File: config.mk
export PLATFORM = sky130hd
export DESIGN_NAME = port_b_uart_tx
export DESIGN_NICKNAME = d
export VERILOG_FILES = /design/src/rtl/port_b_uart_tx.sv
export SDC_FILE = /design/constraint.sdc
export NUM_CORES = 1
export LEC_CHECK = 0
export ABC_AREA = 0
export CORE_ASPECT_RATIO = 0.75
export CORE_MARGIN = 10
export CORE_UTILIZATION = 27
export DETAILED_ROUTE_END_ITERATION = 10
export SETUP_SLACK_MARGIN = 0.2
export SLEW_MARGIN = 20
export SYNTH_ARGS = -nofsm -noshare
export SYNTH_HDL_FRONTEND = slang
export SYNTH_SLANG_ARGS = --single-unit
export TNS_END_PERCENT = 100
File: constraint.sdc
create_clock -name clk -period 2.5 [get_ports clk]
set_input_delay 0.5 -clock clk [delete_from_list [all_inputs] [get_ports clk]]
set_output_delay 0.5 -clock clk [all_outputs]
set_load 0.01 [all_outputs]
File: src/rtl/port_b_uart_tx.sv
// PORTB write-strobe UART transmitter with a small byte FIFO.
// Optional even parity bit when PORTB_UART_PARITY_EN is defined.
module port_b_uart_tx #(
  parameter int CLKS_PER_BIT = 16,
  parameter int FIFO_DEPTH   = 4
) (
  input  logic       clk,
  input  logic       reset,
  input  logic       wr_en,
  input  logic [7:0] wr_data,
  output logic       tx,
  output logic       busy,
  output logic       full,
  output logic       overflow
);

  localparam int PW = $clog2(FIFO_DEPTH);
  localparam int BW = $clog2(CLKS_PER_BIT);

  localparam logic [BW-1:0] BAUD_LAST =
    BW'(CLKS_PER_BIT - 1);
  localparam logic [PW:0] DEPTH =
    (PW+1)'(FIFO_DEPTH);

  localparam logic [2:0] IDLE   = 3'd0;
  localparam logic [2:0] START  = 3'd1;
  localparam logic [2:0] DATA   = 3'd2;
`ifdef PORTB_UART_PARITY_EN
  localparam logic [2:0] PARITY = 3'd3;
`endif
  localparam logic [2:0] STOP   = 3'd4;

  logic [7:0]    mem [FIFO_DEPTH];
  logic [PW-1:0] wr_ptr;
  logic [PW-1:0] rd_ptr;
  logic [PW:0]   count;
  logic [2:0]    state;
  logic [BW-1:0] baud;
  logic [2:0]    bit_cnt;
  logic [7:0]    shreg;
`ifdef PORTB_UART_PARITY_EN
  logic          parity;
`endif
  logic          tick;
  logic          empty;
  logic          pop;
  logic          push;
  logic          tx_next;

  assign empty = (count == '0);
  assign full  = (count == DEPTH);
  assign tick  = (baud == BAUD_LAST);
  assign busy  = (state != IDLE) || !empty;

  // A pop frees a slot on the same edge, so a
  // write to a full FIFO is still taken then.
  assign pop  = !empty &&
                ((state == IDLE) ||
                 ((state == STOP) && tick));
  assign push = wr_en && (!full || pop);

  always_ff @(posedge clk) begin
    if (push) mem[wr_ptr] <= wr_data;
  end

  always_comb begin
    tx_next = 1'b1;
    case (state)
      START:   tx_next = 1'b0;
      DATA:    tx_next = shreg[0];
`ifdef PORTB_UART_PARITY_EN
      PARITY:  tx_next = parity;
`endif
      default: tx_next = 1'b1;
    endcase
  end

  always_ff @(posedge clk or negedge reset) begin
    if (!reset) begin
      wr_ptr   <= '0;
      rd_ptr   <= '0;
      count    <= '0;
      state    <= IDLE;
      baud     <= '0;
      bit_cnt  <= '0;
      shreg    <= '0;
`ifdef PORTB_UART_PARITY_EN
      parity   <= 1'b0;
`endif
      tx       <= 1'b1;
      overflow <= 1'b0;
    end else begin
      tx <= tx_next;
      if (push) wr_ptr <= wr_ptr + PW'(1);
      if (pop)  rd_ptr <= rd_ptr + PW'(1);
      count <= count + (PW+1)'(push)
                     - (PW+1)'(pop);
      if (wr_en && !push) overflow <= 1'b1;

      case (state)
        IDLE: begin
          if (pop) begin
            shreg   <= mem[rd_ptr];
`ifdef PORTB_UART_PARITY_EN
            parity  <= ^mem[rd_ptr];
`endif
            baud    <= '0;
            bit_cnt <= '0;
            state   <= START;
          end
        end
        START: begin
          if (tick) begin
            baud  <= '0;
            state <= DATA;
          end else begin
            baud <= baud + BW'(1);
          end
        end
        DATA: begin
          if (tick) begin
            baud    <= '0;
            shreg   <= {1'b0, shreg[7:1]};
            bit_cnt <= bit_cnt + 3'd1;
            if (bit_cnt == 3'd7) begin
`ifdef PORTB_UART_PARITY_EN
              state <= PARITY;
`else
              state <= STOP;
`endif
            end
          end else begin
            baud <= baud + BW'(1);
          end
        end
`ifdef PORTB_UART_PARITY_EN
        PARITY: begin
          if (tick) begin
            baud  <= '0;
            state <= STOP;
          end else begin
            baud <= baud + BW'(1);
          end
        end
`endif
        STOP: begin
          if (tick) begin
            baud    <= '0;
            bit_cnt <= '0;
            if (pop) begin
              shreg  <= mem[rd_ptr];
`ifdef PORTB_UART_PARITY_EN
              parity <= ^mem[rd_ptr];
`endif
              state  <= START;
            end else begin
              state <= IDLE;
            end
          end else begin
            baud <= baud + BW'(1);
          end
        end
        default: begin
          baud  <= '0;
          state <= IDLE;
        end
      endcase
    end
  end

endmodule

==> reports/metrics.cfg <==
[outcome]
status=completed

[global_route]
grt_pass1_wl_um=7852
antenna_found_initial=0
grt_max_degree=28
grt_pass1_vias=1566
grtUsageTotal_pct=7.177
grt_overflow_total=0

[floorplanning]
die_w_um=135.2
ios=15
initial_core_util_pct=27.73
std_cell_rows=31
core_area_mm2=0.009697
dieArea_mm2=0.01439
die_h_um=106.4

[worst_setup_path]
worst-setup-path-type=register to output port
crit_start=count[2]$_DFF_PN0_
end_kind=output port
critPathLaunchType=register
cp.required_ns=2.00
reg2reg_slack_ns=0.30
cp_max_fo=4
critPathCapture=busy
rr_worst_depth=10
r2r_end=count[2]$_DFF_PN0_
crit_arrival_ns=1.73
r2r_start=count[0]$_DFF_PN0_

[timing]
timing.slew.headroom_pct=67.19
worstMarginPinSlew_ns=0.4921
rsz0062_at_grt=no
finalSetupTns_ns=0
hold_viol=0
finalCritPeriodShare_pct=89.29
finalMaxSlewViolations=0
finalSetupViolCount=0
timing.fmax_ghz=0.4480
min_period_ns=2.232
fin_skew_ns=0.006279

[layout]
multi_input_area_mm2=0.001011
nets=228
diodes=0
syn2layout_area_growth_pct=26.34
final_util_pct=35.03
final.fill_count=969
seq_area_mm2=0.001639
final_layout_size_suffix_gt1_share_pct=30.52

[drt]
num_vias=1485
drtAntennaViolNets=0
routed_wl_um=4657
avgViaCountPerCell=4.304
drtPass1Iterations=4
drc=0
post_drt_wl_per_cell_um=13.50
first_iter_violations=79

[synth]
synth_top_area_cell=edfxtp_1
yosysMostFrequentCell=edfxtp_1
yosysSeqAreaShare_pct=60.91
synth.distinct_cells=46
synth_edf_count=32
yosys_warnings=0
ys_top_cells_by_area=edfxtp_1 36%, dfrtp_1 24%, mux2_2 7.1%, mux4_2 5.9%, ha_1 3.7%
synth-main-ff-cell=edfxtp_1
syn_inst=176
synth_area_mm2=0.002689
syn_nets=196
synth_top_cell_area_share_pct=35.74
synth_commonest_cells=32 x edfxtp_1, 26 x dfrtp_1, 17 x mux2_2
synth.avg_cell_area_um2=15.28
synthArstFlopShare_pct=45.76
ys_ff_latch=59

[clock_tree]
cts_max_path_buffers=2
cts_buffers=9
clk_pin_slew_worst_paths_ns=0.05
cts-root-buf=clkbuf_16
cts_hold_buffers=0
clock-sinks=59
h-tree-depth=3
cts_tree=yes
clock_latency_ns=0.33

[job]
maxCapViolCount=0

[min_path]
hp-class=register to register
hold_start=overflow$_DFFE_PN0P_

[placement]
hpwl_um=3063
portBuffers=14
gp_congestion=0.7306

[power_and_ir_drop]
vdd_drop_max_v=0.0004294
power_leakage_nw=1.314
pwr_density_cell_mw_per_mm2=882.1

-- metrics by stage --
step | power [mW] | setup WS (ns) | cells | cell area [um^2] | hold WS (ns)
floorplan | 1.499 | 0.2554 | 176 | 2689 | 0.2044
global placement | 1.649 | 0.2510 | 325 | 3015 | 0.4594
detailed placement | 1.655 | 0.1962 | 325 | 3015 | 0.4615
CTS | 3.022 | 0.2338 | 344 | 3366 | 0.4733
global route | 3.136 | 0.1938 | 345 | 3397 | 0.4962
finish | 2.996 | 0.2676 | 345 | 3397 | 0.4726
-- layout by cell type, fill, tap and decap left out, types with 2 or more instances in the layout --
| cell type | Yosys | final |
|---|---|---|
| edfxtp_1 | 32 | 32 |
| dfrtp_1 | 26 | 25 |
| mux2_2 | 17 | 17 |
| clkdlybuf4s50_1 | 0 | 13 |
| buf_4 | 1 | 13 |
| nand2_1 | 10 | 10 |
| inv_1 | 10 | 10 |
| clkbuf_16 | 0 | 9 |
| mux4_2 | 7 | 7 |
| ha_1 | 8 | 7 |
| o21ai_0 | 7 | 6 |
| nor2_1 | 4 | 4 |
| xnor2_1 | 5 | 4 |
| and2_1 | 4 | 4 |
| nor2b_1 | 3 | 3 |
| mux2i_1 | 3 | 3 |
| nor3b_1 | 2 | 2 |
| o21ai_1 | 1 | 2 |
| xor2_1 | 2 | 2 |
| and3_1 | 2 | 2 |
| a21oi_1 | 2 | 2 |
| o22a_1 | 2 | 2 |
| clkinv_2 | 0 | 2 |
| clkbuf_1 | 1 | 2 |
| bufinv_16 | 0 | 2 |
-- registers in the layout, summed over array words and instances, names as in the netlist --
register and count:
count 3, overflow 1, baud 4, wr_ptr 2, bit_cnt 3, shreg 8
rd_ptr 2, state 3, mem 32, tx 1
-- worst min path at each step --
| stage | to | depth (start not counted) |
|---|---|---|
| 3_5_place_dp | overflow$_DFFE_PN0P_ | 2 |
| 5_1_grt | overflow$_DFFE_PN0P_ | 2 |
| 2_1_floorplan | baud[0]$_DFFE_PN0P_ | 0 |
| 4_1_cts | overflow$_DFFE_PN0P_ | 2 |
| 3_3_place_gp | overflow$_DFFE_PN0P_ | 2 |
| 6_report | overflow$_DFFE_PN0P_ | 2 |
-- cells by family (layout without fill, tap and decap cells) --
kind of cell	Yosys count	count (layout)	share of synthesized area [%]
flip-flops	59	59	60.91
AO/OA/AOI/OAI	23	23	7.027
multiplexers	28	28	15.08
AND/OR/NAND/NOR	34	34	7.119
adder cells (fa/ha/maj)	9	9	4.467
XOR/XNOR	7	7	2.280
buffers and inverters	16	53	3.118
-- worst max-delay path: stages (launching register included) --
cell and delay [ns]:
dfrtp_2 0.45, or3_4 0.35, or4_4 0.45, buf_2 0.16
-- power by group --
part           switching, mW  internal [mW]  total, mW  leakage [nW]
logic                  0.225          0.235      0.460         0.540
clock network          0.414          0.869       1.28         0.153
registers             0.0607           1.19       1.25         0.620
-- routing by layer --
layer | wire length [um] | vias to the layer above | global-route usage [%]
met3 | 234 | 8 | 3.810
met4 | 98 | 0 | 3.911
met5 | 0 | - | 0
li1 | - | 717 | -
met1 | 2357 | 741 | 8.768
met2 | 1966 | 19 | 9.916
-- timing repair --
item	4_1_cts	5_1_grt
endpoints found under the setup margin	2	2
buffers inserted	3	1
hold endpoints to repair	0	0
gates resized for setup	8	5
pin swaps	0	2
-- area by class of cell --
type	instances	area share [%]
tap	132	4.862
timing repair buffer	27	6.851
sequential	59	48.25
clock inverter	5	2.320
inverter	10	1.105
multi-input combinational	101	29.76
clock buffer	11	6.851
Power figures use the tool's default switching activity.
